[src/rtl/usr_pkg.sv]
// ----------------------------------------------------------------------------
// usr_pkg : mode encodings, controller states and count helper
// Rev 1.0
// ----------------------------------------------------------------------------
`default_nettype none

package usr_pkg;

  localparam logic [1:0] MODE_HOLD = 2'b00;
  localparam logic [1:0] MODE_SHR  = 2'b01;
  localparam logic [1:0] MODE_SHL  = 2'b10;
  localparam logic [1:0] MODE_LOAD = 2'b11;

  typedef enum logic [1:0] {
    ST_IDLE  = 2'd0,
    ST_SHIFT = 2'd1,
    ST_DONE  = 2'd2
  } state_e;

  // A request of 0, or anything beyond the register width, means "whole word".
  function automatic int unsigned eff_count(input int unsigned cnt, input int unsigned width);
    return ((cnt == 0) || (cnt > width)) ? width : cnt;
  endfunction

endpackage

`default_nettype wire

[src/rtl/shift_reg_controller_core.sv]
// ----------------------------------------------------------------------------
// usr_core : WIDTH-bit universal shift register (hold / right / left / load)
// Rev 1.0
// ----------------------------------------------------------------------------
`default_nettype none

module usr_core
  import usr_pkg::*;
#(
  parameter int WIDTH = 4
) (
  input  logic             clk,
  input  logic             clr,
  input  logic [1:0]       s,
  input  logic [WIDTH-1:0] d,
  input  logic             sl,
  input  logic             sr,
  output logic [WIDTH-1:0] q
);

  logic [WIDTH-1:0] q_q;

  always_ff @(posedge clk or posedge clr) begin
    if (clr) begin
      q_q <= '0;
    end else begin
      case (s)
        MODE_HOLD: q_q <= q_q;
        MODE_SHR:  q_q <= {sr, q_q[WIDTH-1:1]};
        MODE_SHL:  q_q <= {q_q[WIDTH-2:0], sl};
        MODE_LOAD: q_q <= d;
      endcase
    end
  end

  assign q = q_q;

endmodule

`default_nettype wire

[src/rtl/shift_reg_controller.sv]
// ----------------------------------------------------------------------------
// shift_reg_controller : parallel-to-serial transmitter sequencing usr_core
// Rev 1.0
// ----------------------------------------------------------------------------
`default_nettype none

module shift_reg_controller
  import usr_pkg::*;
#(
  parameter int  WIDTH = 4,
  localparam int CW    = $clog2(WIDTH + 1)
) (
  input  logic             clk,
  input  logic             clr,
  input  logic             in_valid,
  output logic             in_ready,
  input  logic [WIDTH-1:0] in_data,
  input  logic             in_dir,
  input  logic [CW-1:0]    in_count,
  input  logic             in_fill,
  output logic             ser_out,
  output logic             ser_valid,
  input  logic             out_ready,
  output logic             done,
  output logic             busy,
  output logic [1:0]       mode,
  output logic [WIDTH-1:0] q
);

  state_e        state_q;
  logic [CW-1:0] cnt_q;
  logic          dir_q;
  logic          fill_q;
  logic          accept;
  logic          xfer;
  logic [1:0]    mode_d;

  // Ready is gated by clr so nothing can be accepted while reset is held.
  assign in_ready  = (state_q == ST_IDLE) && !clr;
  assign ser_valid = (state_q == ST_SHIFT);
  assign done      = (state_q == ST_DONE);
  assign busy      = (state_q != ST_IDLE);
  assign accept    = in_valid && in_ready;
  assign xfer      = ser_valid && out_ready;
  assign ser_out   = dir_q ? q[WIDTH-1] : q[0];

  always_comb begin
    mode_d = MODE_HOLD;
    if (accept) begin
      mode_d = MODE_LOAD;
    end else if (xfer) begin
      mode_d = dir_q ? MODE_SHL : MODE_SHR;
    end
  end

  assign mode = mode_d;

  always_ff @(posedge clk or posedge clr) begin
    if (clr) begin
      state_q <= ST_IDLE;
      cnt_q   <= '0;
      dir_q   <= 1'b0;
      fill_q  <= 1'b0;
    end else begin
      case (state_q)
        ST_IDLE: begin
          if (accept) begin
            cnt_q   <= CW'(eff_count(32'(in_count), WIDTH));
            dir_q   <= in_dir;
            fill_q  <= in_fill;
            state_q <= ST_SHIFT;
          end
        end
        ST_SHIFT: begin
          if (xfer) begin
            cnt_q <= cnt_q - CW'(1);
            if (cnt_q == CW'(1)) begin
              state_q <= ST_DONE;
            end
          end
        end
        ST_DONE: state_q <= ST_IDLE;
        default: state_q <= ST_IDLE;
      endcase
    end
  end

  usr_core #(
    .WIDTH (WIDTH)
  ) u_core (
    .clk (clk),
    .clr (clr),
    .s   (mode_d),
    .d   (in_data),
    .sl  (fill_q),
    .sr  (fill_q),
    .q   (q)
  );

endmodule

`default_nettype wire

[config.mk]
export PLATFORM = sky130hd
export DESIGN_NAME = shift_reg_controller
export DESIGN_NICKNAME = d
export VERILOG_FILES = /design/src/rtl/usr_pkg.sv /design/src/rtl/shift_reg_controller_core.sv /design/src/rtl/shift_reg_controller.sv
export SDC_FILE = /design/constraint.sdc
export NUM_CORES = 1
export LEC_CHECK = 0
export CELL_PAD_IN_SITES_DETAIL_PLACEMENT = 1
export CELL_PAD_IN_SITES_GLOBAL_PLACEMENT = 2
export CORE_MARGIN = 2
export CORE_UTILIZATION = 27
export CTS_BUF_LIST = sky130_fd_sc_hd__clkbuf_8
export CTS_CLUSTER_SIZE = 12
export DETAILED_ROUTE_END_ITERATION = 8
export GPL_ROUTABILITY_DRIVEN = 0
export HOLD_SLACK_MARGIN = 0.02
export PLACE_DENSITY = 0.83
export SLEW_MARGIN = 10
export SYNTH_ARGS = -nofsm -noshare
export SYNTH_HDL_FRONTEND = slang
export SYNTH_SLANG_ARGS = --single-unit
[constraint.sdc]
create_clock -name clk -period 1.9 [get_ports clk]
set_input_delay 0.57 -clock clk [delete_from_list [all_inputs] [get_ports clk]]
set_output_delay 0.57 -clock clk [all_outputs]
set_load 0.01 [all_outputs]
==> Word level (Yosys, flattened, before mapping) <==
Index checks and enable logic that the tools add are counted.
{ "totals": {"in_bits": 13, "wordCells": 42, "output_inout_bits": 11, "regBits": 11} }
{ "classes": {"muxes": 13, "order_cmp": 1, "addsub": 1, "n_eq_ne": 9, "n_reduce_logical": 13} }
{ "ops": {"columns": ["op", "count"], "rows": [
  ["$mux W2", 6],
  ["$pmux W4 S3", 1],
  ["$mux W3", 3],
  ["$eq A2 B2 Y1 const B", 3],
  ["$pmux W3 S2", 1],
  ["$reduce_and A3 Y1", 2],
  ["$eq A2 B1 Y1 const B", 2],
  ["$logic_not A2 Y1", 2],
  ["$ne A2 B1 Y1 const B", 2],
  ["$pmux W2 S2", 1],
  ["$reduce_bool A2 Y1", 2],
  ["$eq A3 B1 Y1 const B", 1],
  ["$gt A3 B3 Y1 const B", 1],
  ["$logic_and A1 B1 Y1", 3],
  ["$logic_not A3 Y1", 1],
  ["$sub A3 B1 Y3 const B", 1],
  ["$ne A2 B2 Y1 const B", 1],
  ["$reduce_and A2 Y1", 1],
  ["$logic_not A1 Y1", 1],
  ["$logic_or A1 B1 Y1", 1],
  ["$mux W1", 1]
]} }

==> Logic depth before layout (Yosys ltp) <==
{ "depth": {"depth_word": 6, "depth_mapped": 7, "ltp_nobuf": 5} }

==> Hierarchy <==
A second synthesis with hierarchy kept.
{ "unflattened": {"cells_unflattened": 58, "hier_area_um2": 656.9} }
{ "by_module_without_submodules": {"columns": ["mod", "seq_area_each_um2", "cells_per_inst", "n_inst", "area_each_um2"], "rows": [
  ["shift_reg_controller", 175.2, 49, 1, 447.9],
  ["usr_core", 100.1, 9, 1, 209.0]
]} }

==> Least setup slack after synthesis <==
No wires, ideal clock.
{ "synth_timing": {"path_type": "input to output", "from": "input clr", "to": "output mode[0]", "arrival_ns": 1.221, "n_path_buf": 0, "stages": 2, "required_ns": 1.330, "slack_ns": 0.109, "cell_sequence": "nor4b_4 -> o21bai_1"} }
{ "synth_between": {"elab_chain_cells": 4} }
{ "synth_lines": {"columns": ["item", "line_no", "text"], "rows": [
  ["from (decl)", "shift_reg_controller.sv:14", "input logic clr,"],
  ["$logic_not A1 Y1 (no source line)", null, null],
  ["$logic_and A1 B1 Y1", "shift_reg_controller.sv:39", "assign in_ready = (state_q == ST_IDLE) && !clr;"],
  ["$logic_and A1 B1 Y1", "shift_reg_controller.sv:43", "assign accept = in_valid && in_ready;"],
  ["$mux W2", "shift_reg_controller.sv:49", "if (accept) begin"],
  ["to (decl)", "shift_reg_controller.sv:26", "output logic [1:0] mode,"]
]} }
No other way between the ends.

==> Worst setup path in the final report <==
{ "layout_timing": {"from": "input in_valid", "to": "output mode[1]"} }
{ "layout_between": {"elab_chain_cells": 2} }
{ "layout_lines": {"columns": ["item", "line_no", "text"], "rows": [
  ["from (decl)", "shift_reg_controller.sv:15", "input logic in_valid,"],
  ["$logic_and A1 B1 Y1", "shift_reg_controller.sv:43", null],
  ["$mux W2", "shift_reg_controller.sv:49", null]
]} }
No other way between the ends.

==> summary.md <==
Critical path
• CP Capture Type: primary output
• Worst Path Required: 1.33 ns
• internal reg-to-reg setup slack: 0.21 ns
• critical path type: in2out
• kind of launch point of the worst setup path: input port
• top fanout value on the critical path: 2
• FF-to-FF Start: state_q[0]
• endpoint of the worst-slack reg-to-reg timing path: u_core.q[3]
• Arr. time, crit path: 1.41 ns
• count of cells along the worst register-to-register path: 8

STA
• Fin Clk Skew: 0.00152 ns
• number of setup violations in the final report: 2
• Min Clock Period, post-route: 1.98 ns
• worst-margin pin slew: 0.459 ns
• Fmax achieved: 504 MHz
• worst hold margin: 0.472 ns
• relative max-transition margin: 69.4%
• share of the clock period used by the worst path after layout: 104%
• setup TNS: -0.164 ns
• final critical-path setup slack: -0.0848 ns
• Fin. Hold Viols: 0
• final-report max-slew violation count: 0
• RSZ-0062 raised after global routing: true

Synth
• average footprint of a synthesized cell: 9.56 um^2
• number of storage elements in the synthesis netlist: 11
• count of cell types in the netlist: 33
• Synth Instances: 75
• YS warnings: 0
• combined area of all synthesized cells: 717 um^2
• number of enable-type register cells in the synthesized netlist: 0
• Most used DFF post-synth: sky130_fd_sc_hd__dfrtp_1
• fraction of the yosys area taken by sequential cells: 38.4%
• Synthesized Nets: 91
• Post-synth ARST share: 100%

Worst hold path
• min-delay worst type: reg2reg
• terminating pin of the worst hold path: state_q[1]
• Hold Path Depth: 1
• HP Start: cnt_q[2]

Final layout
• count of fill cells added during filler insertion: 301
• net count reported at finish: 137
• area growth from synthesis to layout: 61.4%
• filler-free cell count of the finished design: 150
• share of cells above drive strength 1: 35.8%
• final core area utilization: 46.3%
• number of antenna repair diodes: 0

CTS
• maximum level of the CTS H-tree: 1
• clock latency on the worst-skew pair: 0.24 ns
• number of clock buffers inserted by TritonCTS: 3
• TritonCTS clock tree: yes
• number of hold buffers added after cts: 0
• Max Buffers Root-to-Sink: 2
• Root Buffer Master: sky130_fd_sc_hd__clkbuf_8
• Clock Pin Slew Worst Setup and Hold Paths: 0.05 ns
• Clock Sink Count: 11

Drt
• first drt pass iteration count: 4
• total wire length: 2.26 mm
• routed length on met3: 104 um
• highest routed layer: met4
• met2 routed WL: 1.10 mm
• DRC viols: 0
• Wirelength per Cell: 15.1 um
• first-iteration detailed-routing DRC count: 14
• length of routed wiring on met1: 1.04 mm
• drt via density: 4.89
• post-route ant nets: 0
• vias after detailed routing: 733

Flow run
• number of maximum-capacitance violations: 0

Floorplanning
• height of the die: 55.5 um
• standard cell core area: 2500 um^2
• initial cell density of the core: 28.7%
• Die X: 55.5 um
• I/O pin count: 24
• Die Footprint: 3080 um^2
• row count: 18

Global route
• via count of the first global-routing pass: 791
• pin count of the biggest net entering global routing: 12
• initial antenna violation count: 0
• remaining global-route overflow: 0
• first-pass GRT wire length: 3.98 mm
• global routing usage summed across all routing layers: 16.9%

Placed design
• cell count after placement: 141
• IO Port Bufs: 23
• setup slack at placement: -0.896 ns
• HPWL after detailed placement: 1.75 mm

Pwr
• power density over cell area: 1510 nW/um^2
• maximum resistive drop on vdd: 0.771 mV
• reported leakage power: 0.000548 uW

Run status
• outcome: complete, but fails checks
• failing checks: negative setup slack

[final cells by class]
cell class,instances,area [um^2],area share (%)
well taps,30,37.5,3.24
clock buffers,3,41.3,3.57
clock inverters,1,3.75,0.324
multi-input cells,54,405,35.0
flip-flops and latches,11,277,23.9
inverters,7,26.3,2.27
repair buffers,44,367,31.7
[how the worst max path moves through the flow]
stage	slack [ns]	startpoint	end	depth (start not counted)
after global routing	-0.15	state_q[0]	mode[1]	6
after floorplan	0.11	clr	mode[0]	2
after CTS	-0.09	state_q[0]	mode[0]	5
final	-0.08	in_valid	mode[1]	6
after detailed placement	-0.90	clr	mode[1]	6
after global placement	-0.86	clr	mode[1]	6
[synthesized netlist by cell type, drive strengths merged, types with 2 or more instances]
cell type | n | area [um^2]
or2 | 2 | 12.5
a22oi | 2 | 15.0
a31oi | 3 | 33.8
dfrtp | 11 | 275
ha | 3 | 37.5
nor2 | 5 | 18.8
mux2 | 3 | 33.8
clkbuf | 2 | 8.75
a21oi | 2 | 21.3
nand2 | 9 | 33.8
nand2b | 2 | 12.5
nor3 | 2 | 10.0
o21ai | 8 | 40.0
inv | 7 | 26.3
[cell usage in the layout, fill, tap and decap left out, types with 2 or more instances in the layout]
cell type	Yosys	layout
sky130_fd_sc_hd__o21ai_0	6	6
sky130_fd_sc_hd__a31oi_1	2	2
sky130_fd_sc_hd__clkdlybuf4s50_1	0	13
sky130_fd_sc_hd__nor2_1	5	5
sky130_fd_sc_hd__o21ai_1	2	2
sky130_fd_sc_hd__inv_1	6	7
sky130_fd_sc_hd__nor3_1	2	2
sky130_fd_sc_hd__ha_1	3	3
sky130_fd_sc_hd__dfrtp_1	11	10
sky130_fd_sc_hd__nand2_1	9	9
sky130_fd_sc_hd__dlygate4sd2_1	0	4
sky130_fd_sc_hd__buf_2	0	4
sky130_fd_sc_hd__buf_4	0	19
sky130_fd_sc_hd__buf_6	1	2
sky130_fd_sc_hd__mux2_2	3	3
sky130_fd_sc_hd__clkbuf_8	0	3
sky130_fd_sc_hd__a22oi_1	2	2
[cell families after synthesis]
logic type,Yosys count,synth area share [%]
simple gates,26,20.6
buf+inv,10,6.46
mux,4,6.11
compound gates,21,23.2
fa+ha+maj,3,5.24
flops,11,38.4
[routing by layer]
metal / up-vias / global-route usage [%]
met4: 0 / 4.18
met5: - / 0
li1: 354 / -
met2: 19 / 26.7
met1: 355 / 22.3
met3: 5 / 5.39
[sequential cells by signal (all words and copies together) (netlist names)]
register,count
state_q,2
dir_q,1
u_core.q,4
fill_q,1
cnt_q,3
[power breakdown]
part | leakage (uW) | switching, uW | internal, uW
registers | 0.000134 | 111 | 347
logic | 0.000387 | 483 | 566
clock network | 0.0000269 | 93.7 | 142
[per-stage QoR]
stage	cell area (um^2)	power, uW
after floorplan	717	973
after CTS	1160	1770
after global routing	1160	1890
after global placement	1080	1450
final	1160	1740
after detailed placement	1080	1490
[critical path, stage by stage]
cell and delay (ns):
sky130_fd_sc_hd__dlygate4sd2_1 0.24, sky130_fd_sc_hd__nor4b_4 0.13, sky130_fd_sc_hd__buf_4 0.15, sky130_fd_sc_hd__a31oi_4 0.14
sky130_fd_sc_hd__inv_1 0.06, sky130_fd_sc_hd__buf_2 0.13
[repair_timing]
| action | 4_1_cts | 5_1_grt |
|---|---|---|
| buffers inserted | 6 | 0 |
| gates resized for setup | 29 | 2 |
| endpoints found under the setup margin | 14 | 5 |
| pin swaps | 1 | 1 |
Note: power is estimated with default switching activity, not from simulation.
